`src/rtl/param_uart_tx.sv`:
```
// Parametrised UART transmitter: 5-9 data bits, optional even/odd parity, 1 or 2 stop bits.
// The bit period is latched per frame from baud_div, and back-to-back frames leave no idle gap on the line.
module param_uart_tx #(
    parameter int DATA_BITS = 8,
    parameter int PARITY    = 0,
    parameter int STOP_BITS = 1,
    parameter int DIV_WIDTH = 16
) (
    input  logic                 clock,
    input  logic                 arst_n,
    input  logic [DIV_WIDTH-1:0] baud_div,
    input  logic [DATA_BITS-1:0] tx_data,
    input  logic                 tx_valid,
    output logic                 tx_ready,
    output logic                 tx_bit,
    output logic                 tx_busy,
    output logic                 tx_done
);
    localparam int BIT_W = $clog2(DATA_BITS);

    typedef enum logic [2:0] {IDLE, START, DATA, PAR, STOP} state_t;

    state_t               state_q;
    logic [DIV_WIDTH-1:0] cnt_q;
    logic [DIV_WIDTH-1:0] div_q;
    logic [DIV_WIDTH-1:0] div_d;
    logic [BIT_W-1:0]     bit_idx_q;
    logic                 stop_idx_q;
    logic [DATA_BITS-1:0] shift_q;
    logic                 par_q;
    logic                 par_d;
    logic                 tx_bit_q;
    logic                 tx_ready_q;
    logic                 tx_busy_q;
    logic                 tx_done_q;
    logic                 accept;
    logic                 bit_end;
    logic                 last_stop;

    assign accept    = tx_valid && tx_ready_q;
    assign bit_end   = (cnt_q == div_q - DIV_WIDTH'(1));
    assign last_stop = (stop_idx_q == 1'(STOP_BITS - 1));
    // Divisors below 2 would leave no room for the early tx_done/tx_ready decode.
    assign div_d     = (baud_div < DIV_WIDTH'(2)) ? DIV_WIDTH'(2) : baud_div;
    assign par_d     = (PARITY == 2) ? ~^tx_data : ^tx_data;

    assign tx_bit   = tx_bit_q;
    assign tx_ready = tx_ready_q;
    assign tx_busy  = tx_busy_q;
    assign tx_done  = tx_done_q;

    always_ff @(posedge clock) begin
        if (accept) begin
            shift_q <= tx_data;
            div_q   <= div_d;
            par_q   <= par_d;
        end else if (state_q == DATA && bit_end) begin
            shift_q <= shift_q >> 1;
        end
    end

    always_ff @(posedge clock or negedge arst_n) begin
        if (!arst_n) begin
            state_q    <= IDLE;
            cnt_q      <= '0;
            bit_idx_q  <= '0;
            stop_idx_q <= 1'b0;
            tx_bit_q   <= 1'b1;
            tx_ready_q <= 1'b1;
            tx_busy_q  <= 1'b0;
            tx_done_q  <= 1'b0;
        end else begin
            tx_done_q <= 1'b0;
            if (accept) begin
                state_q    <= START;
                cnt_q      <= '0;
                bit_idx_q  <= '0;
                stop_idx_q <= 1'b0;
                tx_bit_q   <= 1'b0;
                tx_ready_q <= 1'b0;
                tx_busy_q  <= 1'b1;
            end else begin
                case (state_q)
                    START: begin
                        if (bit_end) begin
                            state_q  <= DATA;
                            cnt_q    <= '0;
                            tx_bit_q <= shift_q[0];
                        end else begin
                            cnt_q <= cnt_q + DIV_WIDTH'(1);
                        end
                    end
                    DATA: begin
                        if (bit_end) begin
                            cnt_q <= '0;
                            if (bit_idx_q == BIT_W'(DATA_BITS - 1)) begin
                                if (PARITY != 0) begin
                                    state_q  <= PAR;
                                    tx_bit_q <= par_q;
                                end else begin
                                    state_q    <= STOP;
                                    stop_idx_q <= 1'b0;
                                    tx_bit_q   <= 1'b1;
                                end
                            end else begin
                                bit_idx_q <= bit_idx_q + BIT_W'(1);
                                tx_bit_q  <= shift_q[1];
                            end
                        end else begin
                            cnt_q <= cnt_q + DIV_WIDTH'(1);
                        end
                    end
                    PAR: begin
                        if (bit_end) begin
                            state_q    <= STOP;
                            cnt_q      <= '0;
                            stop_idx_q <= 1'b0;
                            tx_bit_q   <= 1'b1;
                        end else begin
                            cnt_q <= cnt_q + DIV_WIDTH'(1);
                        end
                    end
                    STOP: begin
                        if (bit_end) begin
                            cnt_q <= '0;
                            if (last_stop) begin
                                state_q   <= IDLE;
                                tx_busy_q <= 1'b0;
                            end else begin
                                stop_idx_q <= 1'b1;
                            end
                        end else begin
                            cnt_q <= cnt_q + DIV_WIDTH'(1);
                            // Registered done/ready must rise one edge before the final stop cycle.
                            if (last_stop && cnt_q == div_q - DIV_WIDTH'(2)) begin
                                tx_done_q  <= 1'b1;
                                tx_ready_q <= 1'b1;
                            end
                        end
                    end
                    default: begin
                        tx_bit_q   <= 1'b1;
                        tx_ready_q <= 1'b1;
                        tx_busy_q  <= 1'b0;
                    end
                endcase
            end
        end
    end
endmodule

```
`config.mk`:
```
export PLATFORM = sky130hd
export DESIGN_NAME = param_uart_tx
export DESIGN_NICKNAME = d
export VERILOG_FILES = /design/src/rtl/param_uart_tx.sv
export SDC_FILE = /design/constraint.sdc
export NUM_CORES = 1
export LEC_CHECK = 0
export CAP_MARGIN = 20
export CORE_MARGIN = 2
export CORE_UTILIZATION = 37
export CTS_CLUSTER_SIZE = 30
export DETAILED_ROUTE_END_ITERATION = 6
export PLACE_DENSITY = 0.68
export SYNTH_ARGS = -nofsm -noshare
export SYNTH_HDL_FRONTEND = slang
export SYNTH_SLANG_ARGS = --single-unit
export TNS_END_PERCENT = 5
```
`constraint.sdc`:
```
create_clock -name clock -period 6.5 [get_ports clock]
set_input_delay 0.65 -clock clock [delete_from_list [all_inputs] [get_ports clock]]
set_output_delay 0.65 -clock clock [all_outputs]
set_load 0.05 [all_outputs]
```
* Word level (Yosys, flattened, before mapping)
Cells that the tools add are included.
** Word-level totals
- Register bits :: 51
- Latch bits :: 0
- Bits in writable memories :: 0
- ROM bits :: 0
- Bits of input ports :: 27
- Output and inout port bits :: 4
- Word-level logic and storage cells :: 93
- Memories :: 0
** Operators by class
- Add/sub/neg operators :: 4
- Multiply operators :: 0
- Divide/modulo/power cells :: 0
- Order comparisons :: 1
- Equal/unequal tests :: 18
- Shifts and indexed selects :: 0
- Multiplexer cells :: 42
- Bitwise gates (word level) :: 1
- Reductions and logical operators :: 17
** Operators with widths (number)
- 16-bit two-way mux :: 3
- 3-bit two-way mux :: 11
- 16-bit == test :: 2
- 1-bit two-way mux :: 21
- 3-bit != test (second input constant) :: 7
- 16-bit by 1-bit adder with 16-bit output (second input constant) :: 1
- 16-bit by 2-bit less-than comparator with 1-bit output (second input constant) :: 1
- 8-bit two-way mux :: 2
- 16-bit by 1-bit subtractor with 16-bit output (second input constant) :: 1
- 16-bit by 2-bit subtractor with 16-bit output (second input constant) :: 1
- 3-bit one-hot mux with 4 select lines :: 1
- 3-bit AND reduction :: 3
- 2-bit nonzero test :: 4
- 7-bit AND reduction :: 1
- 3-bit by 2-bit == test with 1-bit output (second input constant) :: 2
- 3-bit == test (second input constant) :: 2
- 5-bit AND reduction :: 1
- 5-bit nonzero test :: 1
- 2-bit != test (second input constant) :: 2
- 1-bit one-hot mux with 2 select lines :: 2
- 1-bit one-hot mux with 4 select lines :: 1
- 4-bit AND reduction :: 1
- 4-bit nonzero test :: 1
- 4-bit OR reduction :: 1
- other kinds (8) :: 10

* Depth between registers and ports, before layout
Gate-level depths: netlist of the first run.
- Depth in word-level cells :: 7
- Depth in mapped cells :: 12

* Least setup slack after synthesis of the first run
No wires, ideal clock.
- Path kind :: register -> register
- From :: register div_q[0]
- To :: register shift_q[0] (enable)
- Arrival time :: 2.988 ns
- Path slack :: 3.128 ns
- Stages on the path, launching flop included :: 11
- Path buffers :: 1
- Period minus slack after synthesis :: 3.372 ns
- Cells stage by stage :: edfxtp_1 -> clkbuf_1 -> inv_1 -> ha_1 -> or3b_1 -> nor3_2 -> xor2_1 -> or3b_4 -> nor4_4 -> nand4b_1 -> o21ai_0
** On the way
- Word-level cells in the longest chain between the ends :: 4
** RTL lines
- from (decl) :: line 25 : logic [DIV_WIDTH-1:0] div_q;
- from (signal assigned) :: line 55 : div_q <= div_d;
- 16-bit by 1-bit subtractor with 16-bit output :: line 41 : assign bit_end = (cnt_q == div_q - DIV_WIDTH'(1));
- 16-bit == test :: line 41
- 1-bit logical AND :: line 57 : end else if (state_q == DATA && bit_end) begin
- 2-bit nonzero test (no line)
- to (signal assigned) :: line 54 : shift_q <= tx_data;
- to (signal assigned) :: line 58 : shift_q <= shift_q >> 1;
- to (decl) :: line 29 : logic [DATA_BITS-1:0] shift_q;
Every way passes these cells.
A chain may end at the register's enable or synchronous reset.

* Worst setup path after layout of the first run
- From :: register div_q[0]
- To :: register shift_q[1] (enable)
The elaborated chain is that of the path after synthesis.

==> metrics.txt, run 1 <==
die area=approximately 9800 um2; Cell Area, Synth=3330 um2; fin crit share=a little over half; Period minus WS final=3.49 ns; sequential share of the synthesized area=41.3%; synthesized net count=386; Crit path arrival time=between 3 and 4 ns; Post-synth top flop=edfxtp_1; Power Density=around 250 nW/um2; Max-slew headroom=44.7%; Worst-Margin Slew=0.817 ns; DR WL/cell=between 15 and 20 um; first-pass GRT wire length=12.4 mm; Final Max Slew Viols=0; Netlist cell types=60; Vias per Instance=5.54; Final Setup Violations=0; Post CTS Setup Buffer Count=0; Place WS=2.63 ns; gr usage total=15.6%; die width=between 90 and 100 um; Yosys reg bits=50; Initial Util=around two fifths; Hold Vio Cnt, Final=0; CTS clk-pin slew, worst paths=0.09 ns; Final Power=0.922 mW; status=completed; drt pass-1 iters=4; # rows=34; CP max FO=7; Post-synth EDFFs=24; max-cap violations=0; setup TNS=0 ns; CTS resizes=0; final net count=391; hold crit path type=reg2reg; Cell Area, Placed=between 3000 and 4000 um2; VDD IR-drop max=156 uV; Syn. warnings=0; Final HPWL DP=5.49 mm; Worst Path Buf+Inv=2; Leak=1.43 nW; cell area after layout=3710 um2; FMAX=287 MHz; CP required=about 6.5 ns; Worst-Skew Late Latency=0.31 ns; dpl cells=459; I/O pins=31; count leader, synth=nand2_1; antenna cells=0; total CTS buffers=5; Crit path max-delay family=simple AND/OR/NAND/NOR gates; Async SR Flop Fraction=a little over half; Commonest cells post-synth=46 x nand2_1, 25 x clkbuf_1, 24 x dfrtp_1, 24 x edfxtp_1; global route overflow=0; clock root buffer=clkbuf_8; Synth Instances=roughly 350; GP Congestion=0.906; Core Region=around 8700 um2; Syn Area/Cell=9.40 um2; DR vias=2593; Post-Route WL=7.38 mm; Clock Sinks=50; number of nets with antenna violations after routing=0; Synth area leaders=edfxtp_1 22%, dfrtp_1 18%, xnor2_1 6.1%, xor2_1 6.1%, nand2_1 5.2%; I/O Buffers=30; initial antenna violation count=0; H-tree depth=2; drt drc=0; clk buf depth=2; largest net degree at the start of global routing=39; Post-CTS Hold Fix Bufs=0; Layout Cells excl Fill=~470; CP Capture Type=flop; CP cell instances=inv_1 > ha_1 > or3b_1 > o21ai_0 > o31ai_1 > or3b_1 > nor4_4 > nand4b_1 > o21ai_0 > clkbuf_4; CTS tree=done; Final Util=a little over two fifths; synthesis-to-layout area growth=11.6%; Clock Skew=0.00935 ns; share of cells above drive strength 1=8.06%; setup ws final=3.01 ns; Crit-path slowest cell=edfxtp_1; Setup crit start kind=flop; fillers=839; Iteration-0 DRC Markers=207; Hold Slack=between 0.5 and 0.6 ns; Die Y=98.8 um; number of global-route vias before repair=2568; RSZ-0062 raised after global routing=no; Critical Path Max Stage Delay=0.51 ns; Synth top area share=21.7%; CP Class=reg2reg; top cell type by total area after synthesis=edfxtp_1
## cell usage in the layout, fill, tap and decap left out, types with 11 or more instances in the layout
master and count:
clkdlybuf4s50_1 30, dfrtp_1 24, edfxtp_1 24, nand2_1 46, nand3_1 13, nand4_1 11, nor2_1 15, nor3_1 21
o21ai_0 15, xnor2_1 23, xor2_1 23
## kinds of logic (layout without fill, tap and decap cells)
kind of cell               count (synthesis)  after routing  share of synthesized area [%]
buffers and inverters                     42             48                           6.28
DFF                                       50             50                           41.3
and+or+nand+nor                          161            161                           27.3
AOI/OAI and AO/OA                         41             41                           8.42
muxes                                      9              9                           2.75
xor gates and xnor gates                  46             46                           12.1
adders and majority gates                  5              5                           1.88
## metal layers
metal	global-route usage [%]	wire, um	part of all wire [%]	up-vias
met3	1.49	266	3.6	6
met2	27.2	3730	50	59
met1	20.5	3290	45	1265
met5	0	0	0	-
li1	-	-	-	1263
met4	4.43	100	1.4	0
## flip-flops by register name, summed over array words and instances, names as in the netlist
name / flops
state_q: 3
tx_done: 1
div_q: 16
bit_idx_q: 3
shift_q: 8
cnt_q: 16
tx_busy: 1
tx_ready: 1
tx_bit: 1
## path summary, 6_finish.rpt
check / to / slack (ns) / from / cells past startpoint
min reg2reg: shift_q[2] / 0.54 / shift_q[3] / 2
max reg2reg: shift_q[1] / 3.01 / div_q[0] / 10
min: shift_q[2] / 0.54 / shift_q[3] / 2
min in group asynchronous: cnt_q[15] / 0.70 / arst_n / 2
max: shift_q[1] / 3.01 / div_q[0] / 10
max in group asynchronous: tx_bit / 5.47 / arst_n / 2
## worst register-to-register path, delay by kind of cell (launching register included)
family | cells | cell delay, ns
compound gates | 3 | 0.69
flops | 1 | 0.51
fa+ha+maj | 1 | 0.21
simple gates | 4 | 1.36
buf+inv | 2 | 0.43
## where the power goes
group | internal, mW | switching (mW) | leakage, nW
logic | 0.110 | 0.150 | 0.824
registers | 0.380 | 0.0608 | 0.552
clock network | 0.115 | 0.107 | 0.0514
total | 0.605 | 0.317 | 1.43
## area by class of cell
cell class	instances	area [um2]	area share, %
Clock buffer	6	72.6	1.95
Sequential cell	50	1370	37.0
Timing Repair Buffer	33	323	8.70
Multi-Input combinational cell	262	1740	47.0
Inverter	7	26.3	0.708
Tap cell	108	135	3.64
Clock inverter	2	37.5	1.01
Note: power is estimated with default switching activity, not from simulation.
==> inputs of run 2 (changes only) <==
Settings changed: PLACE_DENSITY 0.68 to 0.7.
Clock period 6.5 ns to 3.02 ns, I/O delays scaled along.
==> metrics.txt, run 2 (same netlist as run 1, synthesis figures left out) <==
most common cell after layout, fill and taps aside=nand2_1; fin crit share=96.6% (+43 points); Post-Route WL=7.49 mm (+1.5%); Critical Path Max Stage Delay=0.42 ns (-0.09 ns); hold crit path type=in2async; sequential share of power=46.0% (-1.8 points); Die Y=98.8 um (unchanged); Final Power=2.03 mW (+120%); RSZ-0062 raised after global routing=yes; FF+latch area=1370 um2 (unchanged); Crit path max-delay family=simple AND/OR/NAND/NOR gates; die area=9770 um2 (unchanged); Clock Sinks=50 (unchanged); Worst-Margin Slew=0.683 ns (-0.134 ns); most used cell, CP=buf_4; max-cap violations=0 (unchanged); Max-slew headroom=54.2% (+9.4 points); global route overflow=0 (unchanged); CP Class=reg2reg; gr usage total=15.5% (-0.075 points); Cell Area, Placed=3780 um2 (+5.0%); Leak=1.58 nW (+11%); I/O pins=31 (unchanged); I/O Buffers=30 (unchanged); FMAX=343 MHz (+20%); CP Capture Type=flop; CP cell instances=buf_4 > buf_4 > nor4_2 > nand2_1 > xor2_1 > or3b_4 > nor4_4 > nand4b_1 > o21ai_4; dpl cells=481 (+4.8%); number of nets with antenna violations after routing=0 (unchanged); cell area after layout=3990 um2 (+7.3%); status=completed; DR WL/cell=15.2 um (-3.8%); Vias per Instance=5.45 (-1.6%); Crit path arrival time=2.91 ns (-0.59 ns); synthesis-to-layout area growth=19.8%; Final Setup Violations=0 (unchanged); Hold Slack=0.358 ns (-0.178 ns); drt pass-1 iters=4 (unchanged); Layout Cells excl Fill=494 (+5.6%); Worst Path Buf+Inv=2 (unchanged); biggest regs=cnt_q (16), div_q (16), shift_q (8); Setup crit start kind=flop; Hold Vio Cnt, Final=0 (unchanged); CTS tree=done; CP required=3.01 ns (-3.51 ns); Sw Share=34.3% (-0.11 points); drt drc=0 (unchanged); initial antenna violation count=0 (unchanged); setup ws final=0.102 ns (-2.91 ns); first-pass GRT wire length=12.2 mm (-1.6%); CP max FO=8 (+1); Iteration-0 DRC Markers=118 (-43%); Int Power=1.33 mW (+120%); antenna cells=0 (unchanged); Power Density=509 nW/um2 (+100%); final net count=417 (+6.6%); GP Congestion=0.854 (-5.7%); Crit-path slowest cell=edfxtp_1; Final Max Slew Viols=0 (unchanged); Initial Util=38.1% (unchanged); r2r setup slk=0.10 ns (-2.91 ns); total CTS buffers=5 (unchanged); most frequent cells in the layout=46 x nand2_1, 30 x clkdlybuf4s50_1, 28 x buf_4; Final HPWL DP=5.67 mm (+3.2%); clock root buffer=clkbuf_8; # rows=34 (unchanged); Sw Pwr=0.696 mW (+120%); die width=98.8 um (unchanged); DR vias=2692 (+3.8%); share of cells above drive strength 1=16.8% (+8.8 points); clk buf depth=2 (unchanged); Clk pwr share=23.8% (-0.2 points); logic gate share of total power=30.2% (+2.0 points); Core Region=8720 um2 (unchanged); Place WS=-0.0794 ns (-2.71 ns); fillers=797 (-5.0%); largest net degree at the start of global routing=28 (-28%); Final Util=45.7% (+3.1 points); Worst-Skew Late Latency=0.31 ns (about the same); H-tree depth=2 (unchanged); Period minus WS final=2.92 ns (-0.570 ns); CTS clk-pin slew, worst paths=0.09 ns (about the same); footprint of the multi-input gates=1810 um2 (+3.6%); setup TNS=0 ns (unchanged); Clock Skew=0.00354 ns (-0.00581 ns); Post-CTS Hold Fix Bufs=0 (unchanged); number of global-route vias before repair=2504 (-2.5%); VDD IR-drop max=304 uV (+95%)
-- run 2: final timing paths --
| check | startpoint | to | depth (start not counted) |
|---|---|---|---|
| max | div_q[0] | shift_q[6] | 9 |
| min | arst_n | cnt_q[15] | 2 |
| max reg2reg | div_q[0] | shift_q[6] | 9 |
| min reg2reg | tx_busy | tx_busy | 2 |
| max in group asynchronous | arst_n | tx_bit | 2 |
| min in group clock | tx_busy | tx_busy | 2 |
-- run 2: per-layer routing --
layer | track usage [%] | up-vias | part of all wire [%]
li1 | - | 1318 | -
met1 | 20.9 | 1306 | 47
met2 | 25.7 | 56 | 49
met3 | 1.99 | 12 | 2.7
met4 | 5.48 | 0 | 2.0
met5 | 0 | - | 0
-- run 2: area by class of cell --
type,count,area share (%)
well taps,108,3.39
repair buffers,59,13.3
flip-flops and latches,50,34.5
multi-input cells,262,45.3
inverters,7,0.659
clock inverters,3,1.10
clock buffers,5,1.73
-- run 2: repair_timing --
| action | CTS | global route |
|---|---|---|
| hold endpoints to repair | 0 | 0 |
| setup endpoints to repair | 8 | 24 |
| pin swaps | 2 | 7 |
| gates resized for setup | 3 | 11 |
| buffers inserted | 1 | 4 |
-- run 2: power groups by stage --
stage                     registers [mW]  logic, mW  clock network (mW)
after global placement             0.941      0.573                   0
after floorplan                    0.931      0.417                   0
after detailed placement           0.946      0.587                   0
after CTS                          0.931      0.596               0.490
final                              0.933      0.612               0.484
after global routing               0.949      0.679               0.521
==> inputs of run 3 (changes only) <==
Settings changed: SLEW_MARGIN set to 20.
==> results of run 3 <==
Final layout, timing and power as in run 2 (identical DEF).
